--- config.mk ---
export PLATFORM = sky130hd
export DESIGN_NAME = router_fsm_n
export DESIGN_NICKNAME = d
export VERILOG_FILES = /design/src/rtl/router_pkg.sv /design/src/rtl/router_wait_timer.sv /design/src/rtl/router_fsm_n.sv
export SDC_FILE = /design/constraint.sdc
export NUM_CORES = 1
export LEC_CHECK = 0
export ABC_AREA = 1
export BUFFER_PORTS_ARGS = -buffer_cell sky130_fd_sc_hd__buf_2
export CAP_MARGIN = 20
export CORE_MARGIN = 1.5
export CORE_UTILIZATION = 48
export DETAILED_ROUTE_END_ITERATION = 12
export PLACE_DENSITY_LB_ADDON = 0.12
export SLEW_MARGIN = 20
export SYNTH_ARGS = -nofsm -noshare
export SYNTH_HDL_FRONTEND = slang
export SYNTH_SLANG_ARGS = --single-unit
--- constraint.sdc ---
create_clock -name clk -period 3.95 [get_ports clk]
set_input_delay 0.1975 -clock clk [delete_from_list [all_inputs] [get_ports clk]]
set_output_delay 0.1975 -clock clk [all_outputs]
set_load 0.01 [all_outputs]
--- src/rtl/router_pkg.sv ---
// router_pkg: shared types and defaults for the N-output packet router FSM.
//   state_t         - 4-bit FSM state encoding
//   DEF_NUM_PORTS   - default number of destination channels
//   DEF_DATA_W      - default header/payload byte width
package router_pkg;

    typedef enum logic [3:0] {
        DECODE_ADDR        = 4'd0,
        LOAD_FIRST_DATA    = 4'd1,
        WAIT_TILL_EMPTY    = 4'd2,
        LOAD_DATA          = 4'd3,
        LOAD_PARITY        = 4'd4,
        CHECK_PARITY_ERROR = 4'd5,
        FIFO_FULL_STATE    = 4'd6,
        LOAD_AFTER_FULL    = 4'd7,
        DROP_PKT           = 4'd8
    } state_t;

    localparam int DEF_NUM_PORTS = 3;
    localparam int DEF_DATA_W    = 8;

endpackage

--- src/rtl/router_wait_timer.sv ---
// router_wait_timer: cycle counter bounding the WAIT_TILL_EMPTY dwell time.
//   clk, rst : clock, synchronous active-high reset
//   clr      : zero the counter (held while not waiting)
//   en       : count this cycle
//   expire   : en and the counter has reached LIMIT-1
module router_wait_timer #(
    parameter int LIMIT = 64
) (
    input  logic clk,
    input  logic rst,
    input  logic clr,
    input  logic en,
    output logic expire
);

    localparam int CW = (LIMIT < 2) ? 1 : $clog2(LIMIT + 1);

    logic [CW-1:0] cnt;

    assign expire = en && (cnt == CW'(LIMIT - 1));

    // Saturates at the limit so a held expire never wraps back to zero.
    always_ff @(posedge clk) begin
        if (rst || clr)
            cnt <= '0;
        else if (en && !expire)
            cnt <= cnt + 1'b1;
    end

endmodule

--- src/rtl/router_fsm_n.sv ---
// router_fsm_n: packet-routing controller for an N-output router.
// Decodes the header address, tracks the selected destination FIFO and
// sequences header/payload/parity loading with full/empty backpressure.
// Headers addressing a non-existent port are dropped. A per-port soft
// reset aborts the packet going to that port.
// Optional feature macro: ROUTER_FSM_TIMEOUT_EN -- bounds WAIT_TILL_EMPTY
// to WAIT_LIMIT cycles, then drops the packet and pulses timeout_err.
// Ports:
//   clk, rst                    clock, synchronous active-high reset
//   pkt_valid, data_in          source packet valid / byte
//   parity_done, low_pkt_valid  status from the register block
//   fifo_full, fifo_empty       per-FIFO status
//   sft_rst                     per-FIFO soft reset
//   busy .. rst_int_reg         Moore state decodes
//   dest_sel                    one-hot latched destination (0 when none)
//   drop_state                  packet being discarded
//   timeout_err                 one-cycle pulse on wait timeout
module router_fsm_n
    import router_pkg::*;
#(
    parameter int NUM_PORTS  = DEF_NUM_PORTS,
    parameter int ADDR_W     = $clog2(NUM_PORTS),
    parameter int DATA_W     = DEF_DATA_W,
    parameter int WAIT_LIMIT = 64
) (
    input  logic                 clk,
    input  logic                 rst,
    input  logic                 pkt_valid,
    input  logic [DATA_W-1:0]    data_in,
    input  logic                 parity_done,
    input  logic                 low_pkt_valid,
    input  logic [NUM_PORTS-1:0] fifo_full,
    input  logic [NUM_PORTS-1:0] fifo_empty,
    input  logic [NUM_PORTS-1:0] sft_rst,
    output logic                 busy,
    output logic                 detect_add,
    output logic                 lfd_state,
    output logic                 ld_state,
    output logic                 laf_state,
    output logic                 full_state,
    output logic                 write_enb_reg,
    output logic                 rst_int_reg,
    output logic [NUM_PORTS-1:0] dest_sel,
    output logic                 drop_state,
    output logic                 timeout_err
);

    if (NUM_PORTS < 2 || NUM_PORTS > 16 || ADDR_W > DATA_W || WAIT_LIMIT < 1) begin : g_bad_param
        $error("router_fsm_n: illegal parameter combination");
    end

    // Address-to-port decode; out-of-range addresses give all zeros, which
    // both flags invalid headers and keeps per-port selects in range.
    function automatic logic [NUM_PORTS-1:0] one_hot(input logic [ADDR_W-1:0] a);
        logic [NUM_PORTS-1:0] oh;
        oh = '0;
        for (int i = 0; i < NUM_PORTS; i++)
            oh[i] = (a == ADDR_W'(i));
        return oh;
    endfunction

    state_t              state, nxt;
    logic [ADDR_W-1:0]   addr_q;
    logic [NUM_PORTS-1:0] hdr_oh, q_oh;
    logic                hdr_ok, hdr_empty, q_empty, q_full, q_sft;
    logic                wait_expire;

    assign hdr_oh    = one_hot(data_in[ADDR_W-1:0]);
    assign hdr_ok    = |hdr_oh;
    assign hdr_empty = |(hdr_oh & fifo_empty);
    assign q_oh      = one_hot(addr_q);
    assign q_empty   = |(q_oh & fifo_empty);
    assign q_full    = |(q_oh & fifo_full);
    assign q_sft     = |(q_oh & sft_rst);

`ifdef ROUTER_FSM_TIMEOUT_EN
    router_wait_timer #(.LIMIT(WAIT_LIMIT)) u_wait_timer (
        .clk    (clk),
        .rst    (rst),
        .clr    (state != WAIT_TILL_EMPTY),
        .en     (state == WAIT_TILL_EMPTY),
        .expire (wait_expire)
    );

    always_ff @(posedge clk) begin
        if (rst)
            timeout_err <= 1'b0;
        else
            timeout_err <= (state == WAIT_TILL_EMPTY) && (nxt == DROP_PKT);
    end
`else
    assign wait_expire = 1'b0;
    assign timeout_err = 1'b0;
`endif

    always_ff @(posedge clk) begin
        if (rst) begin
            state  <= DECODE_ADDR;
            addr_q <= '0;
        end else begin
            state <= nxt;
            if (state == DECODE_ADDR && pkt_valid)
                addr_q <= data_in[ADDR_W-1:0];
        end
    end

    always_comb begin
        nxt = state;
        unique case (state)
            DECODE_ADDR: begin
                if (pkt_valid) begin
                    if (!hdr_ok)        nxt = DROP_PKT;
                    else if (hdr_empty) nxt = LOAD_FIRST_DATA;
                    else                nxt = WAIT_TILL_EMPTY;
                end
            end
            LOAD_FIRST_DATA:    nxt = LOAD_DATA;
            // Empty wins over a same-cycle timeout.
            WAIT_TILL_EMPTY: begin
                if (q_empty)          nxt = LOAD_FIRST_DATA;
                else if (wait_expire) nxt = DROP_PKT;
            end
            LOAD_DATA: begin
                if (q_full)          nxt = FIFO_FULL_STATE;
                else if (!pkt_valid) nxt = LOAD_PARITY;
            end
            LOAD_PARITY:        nxt = CHECK_PARITY_ERROR;
            CHECK_PARITY_ERROR: nxt = q_full ? FIFO_FULL_STATE : DECODE_ADDR;
            FIFO_FULL_STATE: begin
                if (!q_full) nxt = LOAD_AFTER_FULL;
            end
            LOAD_AFTER_FULL: begin
                if (parity_done)        nxt = DECODE_ADDR;
                else if (low_pkt_valid) nxt = LOAD_PARITY;
                else                    nxt = LOAD_DATA;
            end
            DROP_PKT: begin
                if (!pkt_valid) nxt = DECODE_ADDR;
            end
            default:            nxt = DECODE_ADDR;
        endcase
        // Soft reset of the active port overrides timeout and normal flow.
        if (q_sft && state != DECODE_ADDR && state != DROP_PKT)
            nxt = DECODE_ADDR;
    end

    assign detect_add    = (state == DECODE_ADDR);
    assign lfd_state     = (state == LOAD_FIRST_DATA);
    assign ld_state      = (state == LOAD_DATA);
    assign laf_state     = (state == LOAD_AFTER_FULL);
    assign full_state    = (state == FIFO_FULL_STATE);
    assign rst_int_reg   = (state == CHECK_PARITY_ERROR);
    assign drop_state    = (state == DROP_PKT);
    assign write_enb_reg = ld_state || laf_state || (state == LOAD_PARITY);
    assign busy          = lfd_state || (state == WAIT_TILL_EMPTY) || (state == LOAD_PARITY)
                         || full_state || laf_state || rst_int_reg;
    assign dest_sel      = (detect_add || drop_state) ? '0 : q_oh;

endmodule

==> results of run 1 <==
[cell usage in the layout (no fill, tap or decap), types with 4 or more instances in the layout]
master	instances
nand2_1	29
dfxtp_1	6
inv_1	15
nand3_1	11
nor2_1	20
inv_2	5
buf_2	27
nand2_2	6
a21oi_1	4
nor2_2	5
[cell type report]
class,count,area (µm²),area share [%]
multi-input cells,95,492,57.0
flip-flops and latches,6,120,13.9
clock buffers,3,22.5,2.61
well taps,15,18.8,2.17
repair buffers,27,135,15.7
inverters,20,75.1,8.70
[report_power, final]
group / switching (mW) / internal (mW) / total (mW)
Combinational: 0.215 / 0.120 / 0.335
Sequential: 0.0305 / 0.0798 / 0.110
Clock: 0.0235 / 0.0345 / 0.0579
Total: 0.269 / 0.234 / 0.503
[how the worst max path moves through the flow]
stage	start	to
4_1_cts	addr_q[1]$_SDFFE_PP0P_	state[0]$_SDFFE_PP0P_
6_report	addr_q[1]$_SDFFE_PP0P_	state[0]$_SDFFE_PP0P_
5_1_grt	addr_q[1]$_SDFFE_PP0P_	state[0]$_SDFFE_PP0P_
2_1_floorplan	state[0]$_SDFFE_PP0P_	state[0]$_SDFFE_PP0P_
3_5_place_dp	addr_q[1]$_SDFFE_PP0P_	state[0]$_SDFFE_PP0P_
3_3_place_gp	addr_q[1]$_SDFFE_PP0P_	state[0]$_SDFFE_PP0P_
[metal layers]
layer,GRT usage (%),vias to the layer above
met5,0,-
met4,9.68,0
met3,6.52,0
met2,34.8,14
met1,27.8,346
li1,-,439
[cells by family (layout without fill, tap and decap cells)]
family	after synthesis	in the layout	synth area share [%]
simple gates	82	82	58.5
flops	6	6	17.1
buf+inv	22	50	12.8
other cells	1	1	0.534
compound gates	12	12	11.1
[registers in the layout (all words and copies together), names as in the netlist]
signal  count
addr_q      2
state       4
==> impl_metrics.env, run 1 <==
export IMPL_status="complete, no violations"
export IMPL_yosys_register_bits=6
export IMPL_worstSkewPairLatency_ns=0.25
export IMPL_start_kind="register"
export IMPL_crit_fanout=8
export IMPL_drc=0
export IMPL_cp_top_family="simple AND/OR/NAND/NOR gates"
export IMPL_dp_cells=163
export IMPL_async_flop_share_pct=0
export IMPL_cts_post_setup_buffers_inserted=0
export IMPL_drv_slew=0
export IMPL_die_y_um=41.2
export IMPL_clkTransAtPathRegs_ns=0.05
export IMPL_min_path_cells=2
export IMPL_start_util_pct=52.6
export IMPL_gp_congestion=0.815
export IMPL_r2r_start="addr_q[1]$_SDFFE_PP0P_"
export IMPL_max_freq_mhz=665
export IMPL_synth_cell_types=22
export IMPL_vdd_ir_drop_max_uv=371
export IMPL_grt_pass1_wl_um=2380
export IMPL_hold_buffers=0
export IMPL_r2r_slack_ns=2.45
export IMPL_crit_top_cell="nand2_1"
export IMPL_drt_initial_drc_count=26
export IMPL_whs_ns=0.134
export IMPL_crit_chain="inv_1, nand3_1, nand3_4, nand2_2, nand3_2, nor2_4, nand2_1, nand2_1, nor2_2"
export IMPL_clock_tree_buffer_depth=2
export IMPL_io_pin_count=35
export IMPL_worstSetupEndpointType="register"
export IMPL_netlist_area_um2=702
export IMPL_required_ns=4.09
export IMPL_arrival_ns=1.64
export IMPL_final_util_pct=64.7
export IMPL_syn_area_per_cell_um2=5.71
export IMPL_finalNonFillerCells=166
export IMPL_hold_viol=0
export IMPL_area_growth_pct=23.0
export IMPL_finalWorstSetupSlack_ns=2.45
export IMPL_dp_slack_ns=2.47
export IMPL_fin_crit_ns=1.50
export IMPL_coreArea_mm2=0.00133
export IMPL_cp_slowest_stage_delay_ns=0.47
export IMPL_dr_pass1_iters=4
export IMPL_yosysTopAreaCellShare_pct=17.1
export IMPL_fp_dieArea_mm2=0.00170
export IMPL_rsz0062_at_grt="no"
export IMPL_ys_seq_area_share_pct=17.1
export IMPL_fin_nets=175
export IMPL_cts_made_buffers=3
export IMPL_n_antenna_cell=0
export IMPL_drive_gt1_share_pct=35.8
export IMPL_antenna_found_initial=0
export IMPL_power_uw=503
export IMPL_cts_max_level=1
export IMPL_cpMaxStageDelayCell="dfxtp_1"
export IMPL_wl_per_cell_um=9.66
export IMPL_power_density_mw_per_mm2=582
export IMPL_grt_pass1_vias=609
export IMPL_design_area_um2=863
export IMPL_top_layer="met3"
export IMPL_wl_um=1600
export IMPL_path_class="register to register"
export IMPL_crit_cells=9
export IMPL_yosysWarningCount=0
export IMPL_holdPathEnd="addr_q[0]$_SDFFE_PP0P_"
export IMPL_grt_use_total_pct=22.2
export IMPL_setup_violations=0
export IMPL_hold_path_class="input pin to register"
export IMPL_fill_cells=128
export IMPL_cts_root_buf="clkbuf_4"
export IMPL_yosys_top_cells_count="nand2_1 (29), nor2_1 (20), inv_1 (15)"
export IMPL_m1WireLength_um=789
export IMPL_fin_crit_sh_pct=38.1
export IMPL_place_area_um2=841
export IMPL_synth_edff_count=0
export IMPL_overflow=0
export IMPL_hold_start="rst"
export IMPL_crit_buf_inv=1
export IMPL_grt_start_max_net_pins=9
export IMPL_yosys_top_cells_area="dfxtp_1 (17%), nand2_1 (16%), nor2_1 (11%), inv_1 (8.0%), nand3_1 (7.8%)"
export IMPL_reg2reg_depth=9
export IMPL_ant_nets=0
export IMPL_cts_resized_gates=0
export IMPL_cts_sinks=6
export IMPL_leakage_nw=0.497
export IMPL_met2_length_um=752
export IMPL_fin_skew_ns=0.00917
export IMPL_tns_ns=0
export IMPL_netlist_instances=123
export IMPL_via_per_inst=4.81
export IMPL_rows=13
export IMPL_regToRegEndpoint="state[0]$_SDFFE_PP0P_"
export IMPL_dieWidth_um=41.2
export IMPL_wl_met3_um=61
export IMPL_yosysTopAreaCell="dfxtp_1"
export IMPL_syn_nets=145
export IMPL_ys_flop_type="dfxtp_1"
export IMPL_dp_hpwl_um=1320
export IMPL_portBuffers=27
export IMPL_via_count=799
export IMPL_cap_violations=0
export IMPL_yosysMostFrequentCell="nand2_1"
export IMPL_cts_tree="built"
No activity file was read; power rests on OpenSTA's default activity.
==> run 2: changes to the inputs <==
--- a/config.mk
+++ b/config.mk
@@ -9,7 +9,7 @@
 export BUFFER_PORTS_ARGS = -buffer_cell sky130_fd_sc_hd__buf_2
 export CAP_MARGIN = 20
 export CORE_MARGIN = 1.5
-export CORE_UTILIZATION = 48
+export CORE_UTILIZATION = 44
 export DETAILED_ROUTE_END_ITERATION = 12
 export PLACE_DENSITY_LB_ADDON = 0.12
 export SLEW_MARGIN = 20
==> constraint.sdc (replaced) <==
create_clock -name clk -period 1.4 [get_ports clk]
set_input_delay 0.07 -clock clk [delete_from_list [all_inputs] [get_ports clk]]
set_output_delay 0.07 -clock clk [all_outputs]
set_load 0.01 [all_outputs]
==> run 2 against run 1 <==
- final cell count grew 4.8%
- non-clock buffer count rose by 7
- power increased to 3.3 times the previous value
- global-route usage down 2.4 points
- wire length is 18% higher
- worst hold slack lost 0.083 ns
- maximum frequency increased by 8.5%
- first-iteration DRC count decreased by 7.7%
- sequential share of layout area down 0.36 points
- largest power group unchanged
==> impl_metrics.env, run 2 (synthesized netlist as in run 1, its figures left out) <==
export IMPL_worstSkewPairLatency_ns=0.23
export IMPL_drv_slew=0
export IMPL_fin_skew_ns=0.000941
export IMPL_finalNonFillerCells=174
export IMPL_largestRegisters="state: 4 flops, addr_q: 2 flops"
export IMPL_mostFrequentLayoutCell="buf_2"
export IMPL_cts_max_level=1
export IMPL_dp_hpwl_um=1430
export IMPL_status="complete, no violations"
export IMPL_crit_fanout=6
export IMPL_rsz0062_at_grt="yes"
export IMPL_dieWidth_um=42.9
export IMPL_hold_path_class="input pin to register"
export IMPL_required_ns=1.52
export IMPL_die_y_um=42.9
export IMPL_antenna_found_initial=0
export IMPL_setup_violations=0
export IMPL_overflow=0
export IMPL_cts_tree="built"
export IMPL_gp_congestion=0.866
export IMPL_crit_chain="nor2_4, nand2_2, nand3_4, buf_6, o21ai_4, nor2_4, nand2_1, nand2_1, nor2_2"
export IMPL_clkTransAtPathRegs_ns=0.04
export IMPL_via_count=861
export IMPL_area_growth_pct=42.1
export IMPL_cts_root_buf="clkbuf_4"
export IMPL_fin_crit_ns=1.39
export IMPL_fin_crit_sh_pct=99.0
export IMPL_cp_slowest_stage_delay_ns=0.38
export IMPL_final_util_pct=66.2
export IMPL_arrival_ns=1.51
export IMPL_cpMaxStageDelayCell="dfxtp_4"
export IMPL_grt_pass1_wl_um=2770
export IMPL_fin_nets=182
export IMPL_dr_pass1_iters=4
export IMPL_grt_use_total_pct=19.8
export IMPL_wl_per_cell_um=10.9
export IMPL_rows=14
export IMPL_max_freq_mhz=722
export IMPL_fp_dieArea_mm2=0.00184
export IMPL_cts_sinks=6
export IMPL_path_class="register to register"
export IMPL_power_mw=1.68
export IMPL_n_antenna_cell=0
export IMPL_vdd_ir_drop_max_uv=1030
export IMPL_power_density_mw_per_mm2=1690
export IMPL_io_pin_count=35
export IMPL_wl_um=1900
export IMPL_regMostFlops="state"
export IMPL_cts_made_buffers=3
export IMPL_ant_nets=0
export IMPL_grt_pass1_vias=706
export IMPL_worstSetupEndpointType="register"
export IMPL_drive_gt1_share_pct=50.0
export IMPL_start_util_pct=46.6
export IMPL_hold_viol=0
export IMPL_start_kind="register"
export IMPL_drc=0
export IMPL_drt_initial_drc_count=24
export IMPL_dp_cells=168
export IMPL_via_per_inst=4.95
export IMPL_final_cell_mix="buf_2 (27), nand2_1 (24), nor2_1 (18), inv_1 (13), nand2_2 (10)"
export IMPL_coreArea_mm2=0.00151
export IMPL_clock_tree_buffer_depth=2
export IMPL_portBuffers=27
export IMPL_leakage_nw=0.553
export IMPL_cap_violations=0
export IMPL_grt_start_max_net_pins=7
export IMPL_largest_reg_flops=4
-- run 2: report_power, final --
group	leakage [nW]	switching (mW)	internal (mW)
Sequential	0.0525	0.106	0.247
Clock	0.0138	0.0505	0.0962
Combinational	0.486	0.705	0.477
Total	0.553	0.862	0.821
-- run 2: worst max-delay path: cells and delay by family (launching register included) --
family	cells	cell delay, ns
and+or+nand+nor	7	0.73
DFF	1	0.38
buffers and inverters	1	0.11
AOI/OAI and AO/OA	1	0.06
-- run 2: worst paths after layout --
path,from,to,slack (ns),cells after the start
min reg2reg,state[1]$_SDFFE_PP0P_,state[1]$_SDFFE_PP0P_,0.54,2
max,addr_q[1]$_SDFFE_PP0P_,state[1]$_SDFFE_PP0P_,0.01,9
max reg2reg,addr_q[1]$_SDFFE_PP0P_,state[1]$_SDFFE_PP0P_,0.01,9
min,rst,addr_q[0]$_SDFFE_PP0P_,0.05,2
-- run 2: what timing repair did --
item / 4_1_cts / 5_1_grt
gates resized for setup: 1 / 28
hold buffers: 0 / 0
cloned: 0 / 0
setup endpoints to repair: 3 / 4
setup buffers: 0 / 3
endpoints found under the hold margin: 0 / 0
pin swaps: 0 / 8
-- run 2: cell type report --
class                      count  area [µm²]
clock buffer                   3        22.5
fill                         152         509
inverter                      20        82.6
multi-input combinational     95         542
sequential                     6         135
tap                           16        20.0
timing repair buffer          34         195
-- run 2: routing by layer --
metal | vias to the layer above | GRT usage [%] | share of wire (%)
met2 | 22 | 30.3 | 51
met3 | 0 | 2.55 | 3.7
met1 | 387 | 26.5 | 45
met5 | - | 0 | 0
met4 | 0 | 10.9 | 0
li1 | 452 | - | -
-- run 2: per-stage QoR --
stage	cell area, µm²	TNS [ns]	worst slack (ns)	hold WS, ns
final	997	0	0.0140	0.0509
after global routing	997	-0.0935	-0.0578	0.0558
after CTS	896	0	0.00987	0.0181
after detailed placement	872	-0.0187	-0.0139	0.276
after global placement	872	0	0.0283	0.278
after floorplan	702	0	0.131	0.148
==> run 3: changes to the inputs <==
--- a/config.mk
+++ b/config.mk
@@ -6,11 +6,12 @@
 export NUM_CORES = 1
 export LEC_CHECK = 0
 export ABC_AREA = 1
-export BUFFER_PORTS_ARGS = -buffer_cell sky130_fd_sc_hd__buf_2
 export CAP_MARGIN = 20
 export CORE_MARGIN = 1.5
-export CORE_UTILIZATION = 44
+export CORE_UTILIZATION = 35
+export CTS_CLUSTER_SIZE = 40
 export DETAILED_ROUTE_END_ITERATION = 12
+export DONT_BUFFER_PORTS = 1
 export PLACE_DENSITY_LB_ADDON = 0.12
 export SLEW_MARGIN = 20
 export SYNTH_ARGS = -nofsm -noshare
==> run 3 against run 2 <==
- wire length is 5.2% lower
- power is 6.5% lower
- maximum frequency is 4.3% higher
- clock power is 9% higher
- clock skew is 0.0063 ns higher
- setup slack better by 0.058 ns
- worst hold slack worse by 0.048 ns
- combinational power is 8% lower
- cell area is 8.5% lower
- first-iteration DRC count is 54% lower
- largest power group unchanged
- largest cell class unchanged
- clock-buffer cell count stayed put
==> impl_metrics.env, run 3 (synthesized netlist as in run 1, its figures left out) <==
export IMPL_regMostFlops="state"
export IMPL_switching_share_pct=50.5
export IMPL_drc=0
export IMPL_cts_max_level=1
export IMPL_finalNonFillerCells=168
export IMPL_cp_slowest_stage_delay_ns=0.37
export IMPL_worstSetupEndpointType="register"
export IMPL_crit_buf_inv=3
export IMPL_overflow=0
export IMPL_r2r_start="addr_q[1]$_SDFFE_PP0P_"
export IMPL_clock_tree_buffer_depth=2
export IMPL_cts_tree="built"
export IMPL_coreArea_mm2=0.00192
export IMPL_p_sw_uw=795
export IMPL_p_seq_share_pct=20.9
export IMPL_io_pin_count=35
export IMPL_endpoint="state[0]$_SDFFE_PP0P_"
export IMPL_via_per_inst=4.67
export IMPL_via_count=784
export IMPL_cts_made_buffers=3
export IMPL_mostFrequentLayoutCell="nand2_1"
export IMPL_regToRegEndpoint="state[0]$_SDFFE_PP0P_"
export IMPL_largestRegisters="state: 4 flops, addr_q: 2 flops"
export IMPL_r2r_slack_ns=0.07
export IMPL_ant_nets=0
export IMPL_dr_pass1_iters=4
export IMPL_cp_top_family="simple AND/OR/NAND/NOR gates"
export IMPL_max_freq_mhz=753
export IMPL_wl_met3_um=118
export IMPL_drv_slew=0
export IMPL_met2_length_um=878
export IMPL_grt_use_total_pct=17.2
export IMPL_worstSkewPairLatency_ns=0.25
export IMPL_grt_pass1_vias=683
export IMPL_p_int_uw=778
export IMPL_gp_congestion=0.851
export IMPL_m1WireLength_um=801
export IMPL_cpMaxStageDelayCell="dfxtp_4"
export IMPL_drive_gt1_share_pct=37.6
export IMPL_cts_sinks=6
export IMPL_p_comb_share_pct=68.9
export IMPL_crit_cells=11
export IMPL_crit_chain="inv_4, buf_6, nand3_1, nand2_1, inv_1, nand2_1, nand3_2, nor2_4, nand2_1, nand2_1, nor2_2"
export IMPL_final_cell_mix="nand2_1 (28), nor2_1 (18), inv_1 (14), buf_4 (14), nand3_1 (10)"
export IMPL_tns_ns=0
export IMPL_wl_per_cell_um=10.7
export IMPL_dieWidth_um=47.8
export IMPL_cap_violations=0
export IMPL_path_class="register to register"
export IMPL_dp_cells=160
export IMPL_hold_viol=0
export IMPL_vdd_ir_drop_max_uv=733
export IMPL_top_layer="met3"
export IMPL_grt_start_max_net_pins=7
export IMPL_largest_reg_flops=4
export IMPL_leakage_nw=0.467
export IMPL_fin_crit_sh_pct=94.9
export IMPL_reg2reg_depth=11
export IMPL_fin_nets=165
export IMPL_hold_path_class="input pin to register"
export IMPL_die_y_um=47.8
export IMPL_crit_fanout=6
export IMPL_grt_pass1_wl_um=2780
export IMPL_area_growth_pct=29.9
export IMPL_cts_root_buf="clkbuf_4"
export IMPL_status="complete, no violations"
export IMPL_power_density_mw_per_mm2=1720
export IMPL_clkTransAtPathRegs_ns=0.04
export IMPL_fin_crit_ns=1.33
export IMPL_portBuffers=0
export IMPL_n_antenna_cell=0
export IMPL_setup_violations=0
export IMPL_dp_hpwl_um=1450
export IMPL_fin_skew_ns=0.00725
export IMPL_start_kind="register"
export IMPL_fp_dieArea_mm2=0.00228
export IMPL_rows=16
export IMPL_crit_top_cell="nand2_1"
export IMPL_clkPwrFrac_pct=10.2
export IMPL_arrival_ns=1.46
export IMPL_startpoint="addr_q[1]$_SDFFE_PP0P_"
export IMPL_drt_initial_drc_count=11
export IMPL_start_util_pct=36.5
export IMPL_antenna_found_initial=0
export IMPL_required_ns=1.53
export IMPL_wl_um=1800
-- run 3: worst min path at each step --
stage          startpoint                      to  slack (ns)  cells after the start
2_1_floorplan         rst  addr_q[0]$_SDFFE_PP0P_        0.15                      1
3_3_place_gp          rst  addr_q[1]$_SDFFE_PP0P_        0.16                      1
3_5_place_dp          rst  addr_q[1]$_SDFFE_PP0P_        0.15                      1
4_1_cts        data_in[1]  addr_q[1]$_SDFFE_PP0P_       0.002                      2
5_1_grt        data_in[1]  addr_q[1]$_SDFFE_PP0P_       0.009                      2
6_report       data_in[1]  addr_q[1]$_SDFFE_PP0P_       0.003                      2
-- run 3: cell type report --
class / count / area (µm²)
Inverter: 20 / 77.6
Multi-Input combinational cell: 95 / 509
Fill cell: 220 / 1010
Tap cell: 27 / 33.8
Sequential cell: 6 / 133
Timing Repair Buffer: 17 / 136
Clock buffer: 3 / 22.5
-- run 3: power groups by stage --
stage	registers, mW	logic, mW	clock network, mW
detailed placement	0.299	1.01	0
finish	0.330	1.08	0.160
CTS	0.298	1.02	0.171
floorplan	0.283	0.748	0
global route	0.340	1.22	0.181
global placement	0.297	1.00	0
-- run 3: metrics by stage --
| step | util [%] | hold slack [ns] | power, mW | area (µm²) | worst slack, ns |
|---|---|---|---|---|---|
| 4_1_cts | 44.5 | 0.00174 | 1.49 | 855 | 0.00808 |
| 2_1_floorplan | - | 0.148 | 1.03 | 702 | 0.131 |
| 5_1_grt | 47.5 | 0.00947 | 1.74 | 912 | -0.0183 |
| 6_report | 47.5 | 0.00284 | 1.57 | 912 | 0.0717 |
| 3_3_place_gp | 42.2 | 0.155 | 1.30 | 811 | 0.00713 |
| 3_5_place_dp | 42.2 | 0.151 | 1.31 | 811 | -0.0282 |
-- run 3: worst reg2reg max path, stage by stage (launching register included) --
cell and delay (ns):
dfxtp_4 0.37, inv_4 0.06, buf_6 0.08, nand3_1 0.06, nand2_1 0.08, inv_1 0.05, nand2_1 0.06, nand3_2 0.08
nor2_4 0.18, nand2_1 0.08, nand2_1 0.08, nor2_2 0.03
-- run 3: metal layers --
layer	global-route usage, %	vias to the layer above
li1	-	418
met1	20.3	337
met2	32.0	29
met3	4.53	0
met4	1.62	0
met5	0	-
-- run 3: repair_timing --
| action | 4_1_cts | 5_1_grt |
|---|---|---|
| setup buffers | 0 | 3 |
| endpoints found under the setup margin | 3 | 3 |
| hold endpoints to repair | 2 | 0 |
| gates cloned | 0 | 0 |
| gates resized for setup | 1 | 15 |
| pin swaps | 0 | 5 |
| hold buffers | 2 | 0 |
